`config.mk`:
```
export PLATFORM = sky130hd
export DESIGN_NAME = hex_pattern_decoder
export DESIGN_NICKNAME = d
export VERILOG_FILES = /design/src/rtl/hex_pkg.sv /design/src/rtl/seg7_to_code.sv /design/src/rtl/hex_pattern_decoder.sv
export SDC_FILE = /design/constraint.sdc
export NUM_CORES = 1
export LEC_CHECK = 0
export BUFFER_PORTS_ARGS = -buffer_cell sky130_fd_sc_hd__buf_2
export CAP_MARGIN = 40
export CORE_ASPECT_RATIO = 0.7
export CORE_MARGIN = 3
export CORE_UTILIZATION = 50
export DETAILED_ROUTE_END_ITERATION = 7
export PLACE_DENSITY = 0.79
export SLEW_MARGIN = 10
export SYNTH_ARGS = -nofsm -noshare
export SYNTH_HDL_FRONTEND = slang
export SYNTH_SLANG_ARGS = --single-unit
```
`constraint.sdc`:
```
create_clock -name CLOCK_50 -period 3.2 [get_ports CLOCK_50]
set_input_delay 0.16 -clock CLOCK_50 [delete_from_list [all_inputs] [get_ports CLOCK_50]]
set_output_delay 0.16 -clock CLOCK_50 [all_outputs]
set_load 0.1 [all_outputs]
```
`src/rtl/hex_pkg.sv`:
```
// Shared constants for the 7-segment character link: active-low segment patterns,
// character codes and the receive-side handshake FSM state type.
package hex_pkg;

    // Active-low segment patterns, bit0 = segment a ... bit6 = segment g.
    localparam logic [6:0] PAT_P     = 7'h0C;
    localparam logic [6:0] PAT_A     = 7'h08;
    localparam logic [6:0] PAT_S     = 7'h12;
    localparam logic [6:0] PAT_2     = 7'h24;
    localparam logic [6:0] PAT_4     = 7'h19;
    localparam logic [6:0] PAT_1     = 7'h79;
    localparam logic [6:0] PAT_BLANK = 7'h7F;

    localparam logic [2:0] CODE_P     = 3'b000;
    localparam logic [2:0] CODE_A     = 3'b001;
    localparam logic [2:0] CODE_S     = 3'b010;
    localparam logic [2:0] CODE_2     = 3'b011;
    localparam logic [2:0] CODE_4     = 3'b100;
    localparam logic [2:0] CODE_1     = 3'b101;
    localparam logic [2:0] CODE_BLANK = 3'b110;
    // The encoder also blanks on this code; the decoder uses it only for unknown patterns.
    localparam logic [2:0] CODE_ERR   = 3'b111;

    typedef enum logic {
        StIdle,
        StPend
    } dec_state_e;

endpackage

```
`src/rtl/seg7_to_code.sv`:
```
// Combinational table decode of an active-low 7-segment pattern into a character code
// plus error and blank flags.
module seg7_to_code
    import hex_pkg::*;
(
    input  logic [6:0] pat_i,
    output logic [2:0] code_o,
    output logic       err_o,
    output logic       blank_o
);

    always_comb begin
        code_o  = CODE_ERR;
        err_o   = 1'b0;
        blank_o = 1'b0;
        case (pat_i)
            PAT_P:     code_o = CODE_P;
            PAT_A:     code_o = CODE_A;
            PAT_S:     code_o = CODE_S;
            PAT_2:     code_o = CODE_2;
            PAT_4:     code_o = CODE_4;
            PAT_1:     code_o = CODE_1;
            PAT_BLANK: begin
                code_o  = CODE_BLANK;
                blank_o = 1'b1;
            end
            default: begin
                code_o = CODE_ERR;
                err_o  = 1'b1;
            end
        endcase
    end

endmodule

```
`src/rtl/hex_pattern_decoder.sv`:
```
// Receive side of the 7-segment character link: synchronise, debounce and decode the
// segment bus, then hand each newly accepted character downstream over valid/ready.
module hex_pattern_decoder
    import hex_pkg::*;
#(
    parameter int unsigned STABLE_CYCLES = 4,
    parameter int unsigned CNT_W         = 8
) (
    input  logic             CLOCK_50,
    input  logic             resetn,
    input  logic [6:0]       HEX_in,
    output logic [2:0]       code,
    output logic             code_valid,
    input  logic             code_ready,
    output logic             code_err,
    output logic             code_blank,
    output logic             overrun,
    output logic [CNT_W-1:0] char_count
);

    localparam logic [3:0] StableMax = 4'(STABLE_CYCLES);

    logic [6:0]       sync1_q, sync1_d;
    logic [6:0]       sync2_q, sync2_d;
    logic [6:0]       prev_q, prev_d;
    logic [6:0]       last_q, last_d;
    logic [3:0]       stab_q, stab_d;
    logic [2:0]       code_q, code_d;
    logic             err_q, err_d;
    logic             blank_q, blank_d;
    logic             overrun_q, overrun_d;
    logic [CNT_W-1:0] count_q, count_d;
    dec_state_e       state_q, state_d;

    logic             accept;
    logic [2:0]       dec_code;
    logic             dec_err;
    logic             dec_blank;

    seg7_to_code u_seg7_to_code (
        .pat_i   (sync2_q),
        .code_o  (dec_code),
        .err_o   (dec_err),
        .blank_o (dec_blank)
    );

    // Synchroniser, run-length counter and accept detection.
    always_comb begin
        sync1_d = HEX_in;
        sync2_d = sync1_q;
        prev_d  = sync2_q;
        stab_d  = 4'd1;
        if (sync2_q == prev_q) begin
            stab_d = (stab_q == StableMax) ? stab_q : stab_q + 4'd1;
        end
        // Fire only on the cycle the run reaches the threshold, never while it sits there.
        accept = (stab_d == StableMax) && (stab_q != StableMax) && (sync2_q != last_q);
    end

    // Handshake FSM, output registers and character counter.
    always_comb begin
        state_d   = state_q;
        code_d    = code_q;
        err_d     = err_q;
        blank_d   = blank_q;
        last_d    = last_q;
        count_d   = count_q;
        overrun_d = overrun_q;

        if (accept) begin
            code_d  = dec_code;
            err_d   = dec_err;
            blank_d = dec_blank;
            last_d  = sync2_q;
            count_d = count_q + CNT_W'(1);
        end

        unique case (state_q)
            StIdle: begin
                if (accept) begin
                    state_d = StPend;
                end
            end
            StPend: begin
                if (accept) begin
                    state_d = StPend;
                    if (!code_ready) begin
                        overrun_d = 1'b1;
                    end
                end else if (code_ready) begin
                    state_d = StIdle;
                end
            end
            default: state_d = StIdle;
        endcase
    end

    always_ff @(posedge CLOCK_50 or negedge resetn) begin
        if (!resetn) begin
            sync1_q   <= PAT_BLANK;
            sync2_q   <= PAT_BLANK;
            prev_q    <= PAT_BLANK;
            last_q    <= PAT_BLANK;
            stab_q    <= 4'd0;
            code_q    <= CODE_BLANK;
            err_q     <= 1'b0;
            blank_q   <= 1'b0;
            overrun_q <= 1'b0;
            count_q   <= '0;
            state_q   <= StIdle;
        end else begin
            sync1_q   <= sync1_d;
            sync2_q   <= sync2_d;
            prev_q    <= prev_d;
            last_q    <= last_d;
            stab_q    <= stab_d;
            code_q    <= code_d;
            err_q     <= err_d;
            blank_q   <= blank_d;
            overrun_q <= overrun_d;
            count_q   <= count_d;
            state_q   <= state_d;
        end
    end

    assign code       = code_q;
    assign code_err   = err_q;
    assign code_blank = blank_q;
    assign code_valid = (state_q == StPend);
    assign overrun    = overrun_q;
    assign char_count = count_q;

endmodule

```
; After elaboration in Yosys (flattened, before gate mapping)
; Cells that the tools add are included.
[word_totals]
register_bits = 47
inputBits = 10
output_inout_bits = 15
wordCells = 40
[classes]
n_addsub = 2
n_eq_ne = 12
mux = 9
bitwise = 2
n_reduce_logical = 4
[op_table]
columns = operator, n
row1 = $pmux W3 S7, 1
row2 = $eq A7 B4 Y1 const B, 2
row3 = $eq A7 B5 Y1 const B, 2
row4 = $eq A7 B7 Y1 const B, 2
row5 = $add A8 B1 Y8 const B, 1
row6 = $eq A4 B3 Y1 const B, 2
row7 = $mux W4, 2
row8 = $eq A7 B6 Y1 const B, 1
row9 = $eq A7 B7 Y1, 1
row10 = $ne A7 B7 Y1, 1
row11 = $reduce_or A7 Y1, 1
row12 = $mux W1, 5
row13 = $add A4 B1 Y4 const B, 1
row14 = $ne A4 B3 Y1 const B, 1
row15 = $reduce_and A3 Y1, 1
row16 = $logic_and A1 B1 Y1, 2
row17 = $not A1 Y1, 2
row18 = $pmux W1 S2, 1

; Depth between registers and ports, before layout
; Gate-level depths: netlist (run 1).
[logic_depth]
ltp_word = 8
ltp_mapped = 9
mapped_depth_nobuf = 7

; Hierarchy
; From an unflattened synthesis (run 1), not the netlist that was laid out.
[unflattened]
hier_cells = 156
hier_area_um2 = 2094.5
[by_module_without_submodules]
columns = module, instances, cells_each, area_each_um2, seq_area_each_um2
row1 = hex_pattern_decoder, 1, 129, 1926.8, 1213.7
row2 = seg7_to_code, 1, 27, 167.7, 0.0

; Worst setup path after synthesis (run 1)
; No wires, ideal clock.
[synth_timing]
path_kind = reg2reg
startpoint = register sync2_q[5], in the netlist prev_d[5]
endpoint = register last_q[3]
setup_time_ns = 0.082
arrival_time_ns = 2.275
slack_ns = 0.843
path_stages_with_launch = 9
n_path_buf = 3
synth_period_minus_slack_ns = 2.357
cell_sequence = dfstp_2 > clkbuf_1 > xor2_1 > nor3_2 > nand3_2 > or4_1 > buf_6 > buf_12 > mux2_4
[synth_between]
elab_chain_cells = 5
elab_cells_between_ends = 6
[synth_rtl]
columns = item, line
row1 = from (decl), hex_pattern_decoder.sv:24  ; logic [6:0] sync2_q, sync2_d;
row2 = from (signal assigned), hex_pattern_decoder.sv:113  ; sync2_q <= sync2_d;
row3 = $eq A7 B7 Y1, hex_pattern_decoder.sv:53  ; if (sync2_q == prev_q) begin
row4 = $mux W4, hex_pattern_decoder.sv:53
row5 = $eq A4 B3 Y1, hex_pattern_decoder.sv:57  ; accept = (stab_d == StableMax) && (stab_q != StableMax) && (sync2_q != last_q);
row6 = $logic_and A1 B1 Y1, hex_pattern_decoder.sv:57
row7 = $logic_and A1 B1 Y1 *, hex_pattern_decoder.sv:57
row8 = to (signal assigned), hex_pattern_decoder.sv:115  ; last_q <= last_d;
row9 = to (decl), hex_pattern_decoder.sv:26  ; logic [6:0] last_q, last_d;
; Every way passes the cells marked *; elsewhere a longest branch is shown, timed or not.
; A chain may end at the register's enable or synchronous reset.

; Worst setup path after layout (run 1)
[layout_timing]
startpoint = register stab_q[0]
endpoint = register code_q[0], in the netlist code[0]
[layout_between]
elab_chain_cells = 6
elab_cells_between_ends = 8
[layout_rtl]
columns = item, line
row1 = from (decl), hex_pattern_decoder.sv:27  ; logic [3:0] stab_q, stab_d;
row2 = from (signal assigned), hex_pattern_decoder.sv:116  ; stab_q <= stab_d;
row3 = $add A4 B1 Y4 / $eq A4 B3 Y1 (equally long branches), hex_pattern_decoder.sv:54  ; stab_d = (stab_q == StableMax) ? stab_q : stab_q + 4'd1;
row4 = $mux W4, hex_pattern_decoder.sv:54
row5 = $mux W4, hex_pattern_decoder.sv:53
row6 = $eq A4 B3 Y1, hex_pattern_decoder.sv:57
row7 = $logic_and A1 B1 Y1 * (2 in a row), hex_pattern_decoder.sv:57
row8 = to (signal assigned), hex_pattern_decoder.sv:117  ; code_q <= code_d;
row9 = to (decl), hex_pattern_decoder.sv:28  ; logic [2:0] code_q, code_d;
; Marks and branches as above.

==> impl_metrics.csv, run 1 <==
group,metric,value,unit
setup_path,startpoint_type,"flip-flop",
finish,final_common_cell,"dfstp_2",
sta,fmax,357,MHz
yosys,ys_warn_count,0,
sta,clock_skew,0.00741,ns
worst_hold_path,hold_end,"code_valid",
finish,final_cell_mix,"dfstp_2, buf_2, dfrtp_1",
sta,whs,0.109,ns
drt,ant_nets,0,
worst_hold_path,hold_depth,3,
setup_path,cp_top_family,"simple AND/OR/NAND/NOR gates",
yosys,yosysUniqueCellTypes,42,
setup_path,critPathMaxFanout,16,
clocking,clockBufferDepth,2,
sta,finalSetupViolCount,0,
pwr,power_density,431,nW/um^2
global_routing,antenna_found_initial,0,
placement,dp_hpwl,2390,um
global_routing,overflow,0,
sta,period_minus_slack,2.80,ns
yosys,syn_area_per_cell,12.5,sq um
drt,dr.pass1.iters,4,
drt,wl_per_cell,12.9,um
yosys,synth_seq_cells,47,
run_status,status,"finished clean",
drt,drt_wl_total,3290,um
clocking,cts_tree,"yes",
finish,seq_area,1210,sq um
sta,hold_viol,0,
yosys,syn_area,2130,sq um
die,rows,19,
global_routing,grt_pass1_vias,1183,
finish,num_antenna_cells,0,
placement,pre_cts_slack,0.439,ns
yosys,synth_seq_area_share,57.0,%
finish,final_net_count,214,
global_routing,grt_use_total,14.8,%
placement,dpl_cell_area,2260,sq um
setup_path,cp_slowest_cell,"or4_1",
finish,multi_input_area,828,sq um
sta,slew_violations,0,
die,die_h,60.6,um
sta,tightest_slew,0.751,ns
setup_path,reg2reg_depth,7,
setup_path,slowest_delay,0.71,ns
drt,via_per_inst,5.09,
die,die_width,84,um
sta,rsz0062_at_grt,"no",
die,ios,25,
clocking,clock_latency,0.30,ns
placement,place_congestion,0.775,
clocking,cts-root-buf,"clkbuf_8",
clocking,h-tree-depth,2,
worst_hold_path,min_from,"code_ready",
clocking,clk_pin_slew,0.09,ns
pwr,p_leak,1.11,nW
sta,min_period_over_period,87.6,%
drt,num_vias,1294,
clocking,cts_buffers,5,
yosys,syn_nets,183,
finish,area_growth,14.3,%
drt,drc,0,
setup_path,crit_arrival,2.99,ns
setup_path,r2r-start,"stab_q[0]",
setup_path,crit_type,"reg2reg",
flow_run,maxCapViolations,0,
die,start_util,53.0,%
finish,postLayoutCoreUtil,60.6,%
placement,portBuffers,24,
die,die_area,5090,sq um
sta,timing.slew.headroom,49.9,%
global_routing,grt_pass1_wl,5660,um
clocking,clock-sinks,47,
global_routing,grt_start_max_net_pins,28,
pwr,vdd_drop_max,0.000399,V
drt,drt_iter0_drc,87,
setup_path,crit_chain,"inv_1 > ha_1 > nand2b_1 > mux2i_1 > a21oi_1 > or4_1 > mux2_2",
finish,fillers,328,
setup_path,r2r_end,"code[0]",
setup_path,cp-end-kind,"flip-flop",
finish,fin_area,2430,sq um
setup_path,r2r_slack,0.40,ns
sta,tns,0,ns
sta,worst_slack,0.397,ns
worst_hold_path,min-delay-path-class,"in2reg",
finish,drive_gt1_share,39.6,%
setup_path,cp.buffers_inverters,1,
yosys,syn-instance-count,170,
die,core,4020,sq um
setup_path,cp.required,3.39,ns
==> timing repair <==
| item | 4_1_cts | 5_1_grt |
|---|---|---|
| hold buffers | 8 | 0 |
| setup endpoints to repair | 0 | 0 |
| resized for setup | 0 | 0 |
| hold endpoints to repair | 21 | 0 |
| buffers inserted | 0 | 0 |
==> worst max-delay path by stage <==
stage,from,depth (start not counted),slack [ns],end
2_1_floorplan,prev_d[5],8,0.84,last_q[3]
4_1_cts,stab_q[0],7,0.42,code[0]
6_report,stab_q[0],7,0.40,code[0]
3_5_place_dp,stab_q[0],7,0.44,char_count[1]
3_3_place_gp,stab_q[0],7,0.48,code[0]
5_1_grt,stab_q[0],7,0.22,code[0]
==> flip-flops by register name, summed over array words and instances (netlist names) <==
register and cells:
sync1_q 7, code_err 1, code 3, stab_q 4, code_blank 1, prev_d 7
char_count 8, last_q 7, code_valid 1, prev_q 7, overrun 1
==> layer usage <==
metal  vias to the layer above  global-route usage (%)  part of all wire, %
li1                        652                       -                    -
met1                       610                    21.2                   53
met2                        25                    20.5                   40
met3                         7                    4.34                  4.7
met4                         0                    7.57                  2.0
met5                         -                       0                    0
==> stage by stage <==
step	power, W	std cells
2_1_floorplan	0.000673	170
3_5_place_dp	0.000696	238
3_3_place_gp	0.000692	237
4_1_cts	0.00106	254
5_1_grt	0.00110	254
6_report	0.00105	254
==> cell usage after synthesis <==
cell | count | area share [%]
nor3_2 | 1 | 0.47
nor4_4 | 1 | 1.0
clkbuf_1 | 2 | 0.35
ha_1 | 3 | 1.8
or2_2 | 1 | 0.29
and3b_1 | 1 | 0.41
a31oi_1 | 2 | 0.59
xor2_1 | 16 | 6.6
nor3_1 | 2 | 0.47
a21oi_1 | 3 | 0.70
nand3_2 | 1 | 0.47
o21ai_0 | 4 | 0.94
nor4_2 | 1 | 0.59
mux2i_1 | 2 | 0.94
and3_2 | 1 | 0.35
dfrtp_1 | 17 | 20
or4_1 | 2 | 0.70
buf_6 | 2 | 1.1
xnor2_1 | 7 | 2.9
and2_1 | 1 | 0.29
o21bai_1 | 1 | 0.35
nor4_1 | 9 | 2.6
and4_1 | 1 | 0.41
nand3b_1 | 1 | 0.35
nand4_1 | 5 | 1.5
mux2_4 | 4 | 2.8
a2bb2oi_1 | 1 | 0.41
nand2b_1 | 4 | 1.2
buf_2 | 3 | 0.70
buf_12 | 1 | 0.94
o211ai_1 | 1 | 0.35
nor2_1 | 7 | 1.2
inv_1 | 4 | 0.70
o31ai_1 | 2 | 0.70
nand2_1 | 9 | 1.6
or3b_2 | 1 | 0.41
buf_4 | 1 | 0.35
nor2b_1 | 1 | 0.29
mux2_2 | 6 | 3.2
nand4b_1 | 1 | 0.41
dfstp_2 | 30 | 37
nand3_1 | 7 | 1.6
==> report_power, final <==
group | internal (W) | leakage (nW) | switching (W)
sequential | 0.000619 | 0.546 | 0.0000169
combinational | 0.0000266 | 0.516 | 0.0000297
clock | 0.000156 | 0.0485 | 0.000201
==> kinds of logic (layout without fill, tap and decap cells) <==
logic type      Yosys count  in the layout  synth area share [%]
simple gates             58             58                  16.7
flops                    47             47                  57.0
xor+xnor                 23             23                  9.46
compound gates           14             14                  4.05
buf+inv                  13             45                  4.11
mux                      12             12                  6.93
fa+ha+maj                 3              3                  1.76
==> final cells by class <==
type                    count  area share (%)
flip-flops and latches     47            49.9
multi-input cells         110            34.0
repair buffers             33            9.05
clock buffers               5            2.83
well taps                  52            2.67
clock inverters             3           0.925
inverters                   4           0.617
==> tightest hold or removal path, stage by stage <==
cell and delay (ns):
buf_2 0.07, nand2b_1 0.10, nand2_1 0.05
Power figures use the tool's default switching activity.
==> run 2, diff against run 1 <==
--- a/config.mk
+++ b/config.mk
@@ -5,12 +5,12 @@
 export SDC_FILE = /design/constraint.sdc
 export NUM_CORES = 1
 export LEC_CHECK = 0
-export BUFFER_PORTS_ARGS = -buffer_cell sky130_fd_sc_hd__buf_2
 export CAP_MARGIN = 40
 export CORE_ASPECT_RATIO = 0.7
 export CORE_MARGIN = 3
-export CORE_UTILIZATION = 50
+export CORE_UTILIZATION = 55
 export DETAILED_ROUTE_END_ITERATION = 7
+export DONT_BUFFER_PORTS = 1
 export PLACE_DENSITY = 0.79
 export SLEW_MARGIN = 10
 export SYNTH_ARGS = -nofsm -noshare
==> run 2 against run 1 <==
Net effect:
- clock skew increased by 0.0013 ns
- sequential power about the same
- setup slack got worse by 0.023 ns
- register-to-register slack got worse by 0.02 ns
- clock power increased by 43%
- clock-buffer cell count unchanged
- cell count decreased by 4.3%
- critical path type unchanged
- core utilization increased by 9.5 points
- global-route usage increased by 5.0 points
- final area increased by 4.4%
==> impl_metrics.csv, run 2 (synthesized netlist as in run 1, its figures left out) <==
group,metric,value,unit
finish,area_growth,19.3,%
setup_path,crit_chain,"inv_1 > ha_1 > nand2b_1 > mux2i_1 > a21oi_1 > or4_1 > mux2_2",
die,start_util,58.7,%
setup_path,crit_arrival,3.02,ns
setup_path,slowest_delay,0.71,ns
sta,rsz0062_at_grt,"no",
clocking,clock-sinks,47,
finish,final_cell_mix,"dfstp_2, dfrtp_1, xor2_1",
clocking,cts_resized,0,
sta,tns,0,ns
sta,slew_violations,0,
placement,dpl.cell_count,226,
drt,drt_wl_total,4050,um
placement,portBuffers,0,
run_status,status,"finished clean",
sta,tightest_slew,0.892,ns
flow_run,maxCapViolations,0,
finish,layoutNonFillerInstCount,243,
clocking,cts_tree,"yes",
sta,period_minus_slack,2.83,ns
placement,place_congestion,0.907,
global_routing,antenna_found_initial,0,
finish,num_antenna_cells,0,
finish,fin_area,2540,sq um
clocking,hold_buffers,9,
sta,min_period_over_period,88.3,%
finish,drive_gt1_share,34.7,%
drt,num_vias,1373,
sta,timing.slew.headroom,40.5,%
clocking,post_cts_buffers,0,
die,die_area,4670,sq um
sta,hold_viol,0,
sta,clock_skew,0.00869,ns
finish,final_net_count,205,
pwr,vdd_drop_max,0.000336,V
die,die_width,80.4,um
clocking,clockBufferDepth,2,
drt,wl_per_cell,16.7,um
setup_path,reg2reg_depth,7,
drt,drt_iter0_drc,101,
placement,dpl_cell_area,2300,sq um
clocking,cts_buffers,5,
global_routing,grt_pass1_vias,1426,
setup_path,cp_slowest_cell,"or4_1",
setup_path,crit_type,"reg2reg",
finish,final_common_cell,"dfstp_2",
drt,dr.pass1.iters,5,
pwr,p_leak,1.10,nW
finish,largest_reg_flops,8,
worst_hold_path,hold_depth,2,
setup_path,cp-end-kind,"flip-flop",
clocking,clock_latency,0.31,ns
setup_path,cp.required,3.39,ns
drt,via_per_inst,5.65,
clocking,clk_pin_slew,0.09,ns
finish,fillers,237,
die,rows,18,
die,core,3630,sq um
sta,fmax,354,MHz
clocking,cts-root-buf,"clkbuf_8",
drt,ant_nets,0,
die,die_h,58.1,um
die,ios,25,
global_routing,overflow,0,
global_routing,grt_pass1_wl,6820,um
drt,drc,0,
pwr,finalPower,0.00120,W
setup_path,critPathMaxFanout,16,
clocking,h-tree-depth,2,
global_routing,grt_use_total,19.8,%
worst_hold_path,min-delay-path-class,"in2reg",
global_routing,grt_start_max_net_pins,48,
setup_path,startpoint_type,"flip-flop",
sta,finalSetupViolCount,0,
pwr,power_density,474,nW/um^2
placement,dp_hpwl,2630,um
[run 2: changes by cell type in the layout (fill, tap and decap cells not counted), sizes merged]
cell	delta
clkinv	-2
buf	-9
clkinvlp	+1
inv	-1
bufinv	+2
[run 2: path summary, 6_finish.rpt]
path                            start    endpoint  slack [ns]
setup / recovery            stab_q[0]     code[0]        0.37
max in group asynchronous      resetn   prev_q[4]        2.55
hold / removal             code_ready  code_valid        0.04
hold reg to reg            sync1_q[4]   prev_d[4]        0.36
setup reg to reg            stab_q[0]     code[0]        0.37
min in group asynchronous      resetn   stab_q[3]        0.36
[run 2: report_power, final]
| part | internal (W) | switching (W) | total [W] |
|---|---|---|---|
| Combinational | 0.0000240 | 0.0000298 | 0.0000539 |
| Clock | 0.000311 | 0.000201 | 0.000512 |
| Sequential | 0.000619 | 0.0000187 | 0.000638 |
[run 2: critical path: cells and delay by family, from the launching register on]
| family | cells | cell delay [ns] |
|---|---|---|
| multiplexers | 2 | 0.49 |
| flip-flops | 1 | 0.50 |
| adder cells (fa/ha/maj) | 1 | 0.25 |
| AO/OA/AOI/OAI | 1 | 0.55 |
| AND/OR/NAND/NOR | 2 | 0.84 |
| buffers and inverters | 1 | 0.08 |
[run 2: stage by stage]
stage / hold slack [ns] / setup WS (ns) / util [%]
CTS: 0.0389 / 0.379 / 70.1
finish: 0.0411 / 0.374 / 70.1
floorplan: -0.136 / 0.843 / -
global placement: -0.134 / 0.573 / 59.9
global route: 0.0531 / 0.123 / 70.1
detailed placement: -0.134 / 0.403 / 63.4
[run 2: layout make-up]
type                            count  area, sq um  share of cell area [%]
Clock buffer                        5         68.8                    2.71
Clock inverter                      3         67.6                    2.66
Inverter                            4         15.0                   0.591
Multi-Input combinational cell    110          828                    32.6
Sequential cell                    47         1210                    47.8
Tap cell                           50         62.6                    2.46
Timing Repair Buffer               24          285                    11.2
[run 2: routing by layer]
layer  global-route usage [%]  vias up  part of all wire, %
li1                         -      637                    -
met1                     25.5      666                   44
met2                     31.4       58                   48
met3                     4.81       12                  5.6
met4                     9.88        0                  2.1
met5                        0        -                    0
==> run 3, diff against run 2 <==
--- a/config.mk
+++ b/config.mk
@@ -7,7 +7,7 @@
 export LEC_CHECK = 0
 export CAP_MARGIN = 40
 export CORE_ASPECT_RATIO = 0.7
-export CORE_MARGIN = 3
+export CORE_MARGIN = 1
 export CORE_UTILIZATION = 55
 export DETAILED_ROUTE_END_ITERATION = 7
 export DONT_BUFFER_PORTS = 1
==> constraint.sdc (replaced) <==
create_clock -name CLOCK_50 -period 3.4 [get_ports CLOCK_50]
set_input_delay 0.17 -clock CLOCK_50 [delete_from_list [all_inputs] [get_ports CLOCK_50]]
set_output_delay 0.17 -clock CLOCK_50 [all_outputs]
set_load 0.1 [all_outputs]
==> run 3 against run 2 <==
Net effect:
- sequential power decreased by 6.0%
- register-to-register slack improved by 0.20 ns
- via count grew 0.95%
- critical path depth did not move
- core utilization increased by 1.2 points
- clock-buffer cell count is 1 higher
- clock skew decreased by 0.0034 ns
- maximum frequency increased by 0.15%
- first-iteration DRC count down 51%
- highest routed layer unchanged
- clock power shrank 38%
==> impl_metrics.csv, run 3 (synthesized netlist as in run 1, its figures left out) <==
group,metric,value,unit
run_status,status,"finished clean",
sta,whs,0.0580,ns
drt,ant_nets,0,
die,rows,18,
pwr,power_density,376,nW/um^2
sta,clock_skew,0.00530,ns
die,die_width,76.4,um
clocking,clock_latency,0.29,ns
placement,place_congestion,0.879,
clocking,cts_tree,"yes",
global_routing,grt_use_total,21.1,%
clocking,clock-sinks,47,
placement,dpl.cell_count,228,
setup_path,slowest_delay,0.71,ns
drt,num_vias,1386,
drt,via_per_inst,5.61,
clocking,h-tree-depth,2,
global_routing,grt_pass1_vias,1358,
clocking,cts_buffers,5,
sta,hold_viol,0,
sta,fmax,354,MHz
sta,rsz0062_at_grt,"no",
sta,slew_violations,0,
clocking,clk_pin_slew,0.08,ns
pwr,p_leak,1.11,nW
finish,final_net_count,209,
die,ios,25,
sta,worst_slack,0.579,ns
clocking,clockBufferDepth,2,
die,die_h,54.1,um
pwr,finalPower,0.000967,W
setup_path,cp.required,3.58,ns
clocking,cts_resized,0,
worst_hold_path,min-delay-path-class,"in2reg",
pwr,vdd_drop_max,0.000347,V
drt,drt_wl_total,3850,um
sta,period_minus_slack,2.82,ns
sta,finalSetupViolCount,0,
setup_path,crit_chain,"inv_1 > ha_1 > nand2b_1 > mux2i_1 > a21oi_1 > or4_1 > mux2_2",
placement,dp_hpwl,2540,um
clocking,cts-root-buf,"clkbuf_8",
drt,drt_iter0_drc,49,
setup_path,crit_arrival,3.00,ns
setup_path,cp-end-kind,"flip-flop",
sta,timing.slew.headroom,40.5,%
die,core,3600,sq um
drt,wl_per_cell,15.6,um
setup_path,cp_top_family,"simple AND/OR/NAND/NOR gates",
global_routing,grt_start_max_net_pins,48,
global_routing,grt_pass1_wl,6470,um
finish,layoutNonFillerInstCount,247,
setup_path,cp.buffers_inverters,1,
setup_path,cp_slowest_cell,"or4_1",
finish,largest_reg_flops,8,
sta,tns,0,ns
finish,num_antenna_cells,0,
placement,pre_cts_slack,0.649,ns
setup_path,crit_type,"reg2reg",
finish,final_common_cell,"dfstp_2",
global_routing,overflow,0,
flow_run,maxCapViolations,0,
setup_path,critPathMaxFanout,16,
finish,area_growth,20.7,%
die,die_area,4130,sq um
sta,tightest_slew,0.893,ns
drt,drc,0,
sta,min_period_over_period,83.0,%
finish,final_cell_mix,"dfstp_2, dfrtp_1, xor2_1",
global_routing,antenna_found_initial,0,
drt,dr.pass1.iters,4,
placement,portBuffers,0,
finish,drive_gt1_share,34.5,%
setup_path,startpoint_type,"flip-flop",
die,start_util,59.1,%
-- run 3: stage by stage --
stage          cell area [sq um]  utilization [%]
6_report                    2570             71.3
5_1_grt                     2570             71.3
4_1_cts                     2540             70.5
3_5_place_dp                2350             65.1
3_3_place_gp                2160             59.9
2_1_floorplan               2130                -
-- run 3: worst reg2reg max path, stage by stage, from the launching register on --
cell and delay, ns:
dfrtp_1 0.49, inv_1 0.08, ha_1 0.24, nand2b_1 0.12
mux2i_1 0.08, a21oi_1 0.57, or4_1 0.71, mux2_2 0.41
-- run 3: path summary, 6_finish.rpt --
kind	start	end	slack (ns)	cells after the start
max	stab_q[0]	char_count[1]	0.58	7
min	code_ready	code_valid	0.06	2
max reg2reg	stab_q[0]	char_count[1]	0.58	7
min reg2reg	sync1_q[3]	prev_d[3]	0.35	0
max in group asynchronous	resetn	code[2]	2.74	2
min in group asynchronous	resetn	overrun	0.39	2
-- run 3: routing by layer --
layer	GRT usage [%]	up-vias	part of all wire [%]
li1	-	646	-
met1	25.8	688	45
met2	34.5	43	47
met3	7.29	9	5.4
met4	10.6	0	2.2
met5	0	-	0
-- run 3: report_power, final --
group          switching, W  internal [W]  leakage, nW  total [W]
clock              0.000173      0.000144       0.0412   0.000316
sequential        0.0000175      0.000583        0.546   0.000600
combinational     0.0000276     0.0000226        0.519  0.0000503
total              0.000218      0.000749         1.11   0.000967
-- run 3: cell type report --
type / count / area (sq um)
multi-input combinational: 110 / 828
tap: 50 / 62.6
inverter: 4 / 15.0
clock buffer: 6 / 72.6
clock inverter: 2 / 12.5
sequential: 47 / 1210
timing repair buffer: 28 / 365
fill: 236 / 1030
-- run 3: timing repair --
item / CTS / global route
hold endpoints to repair: 54 / 0
hold buffers: 9 / 0
setup buffers: 0 / 0
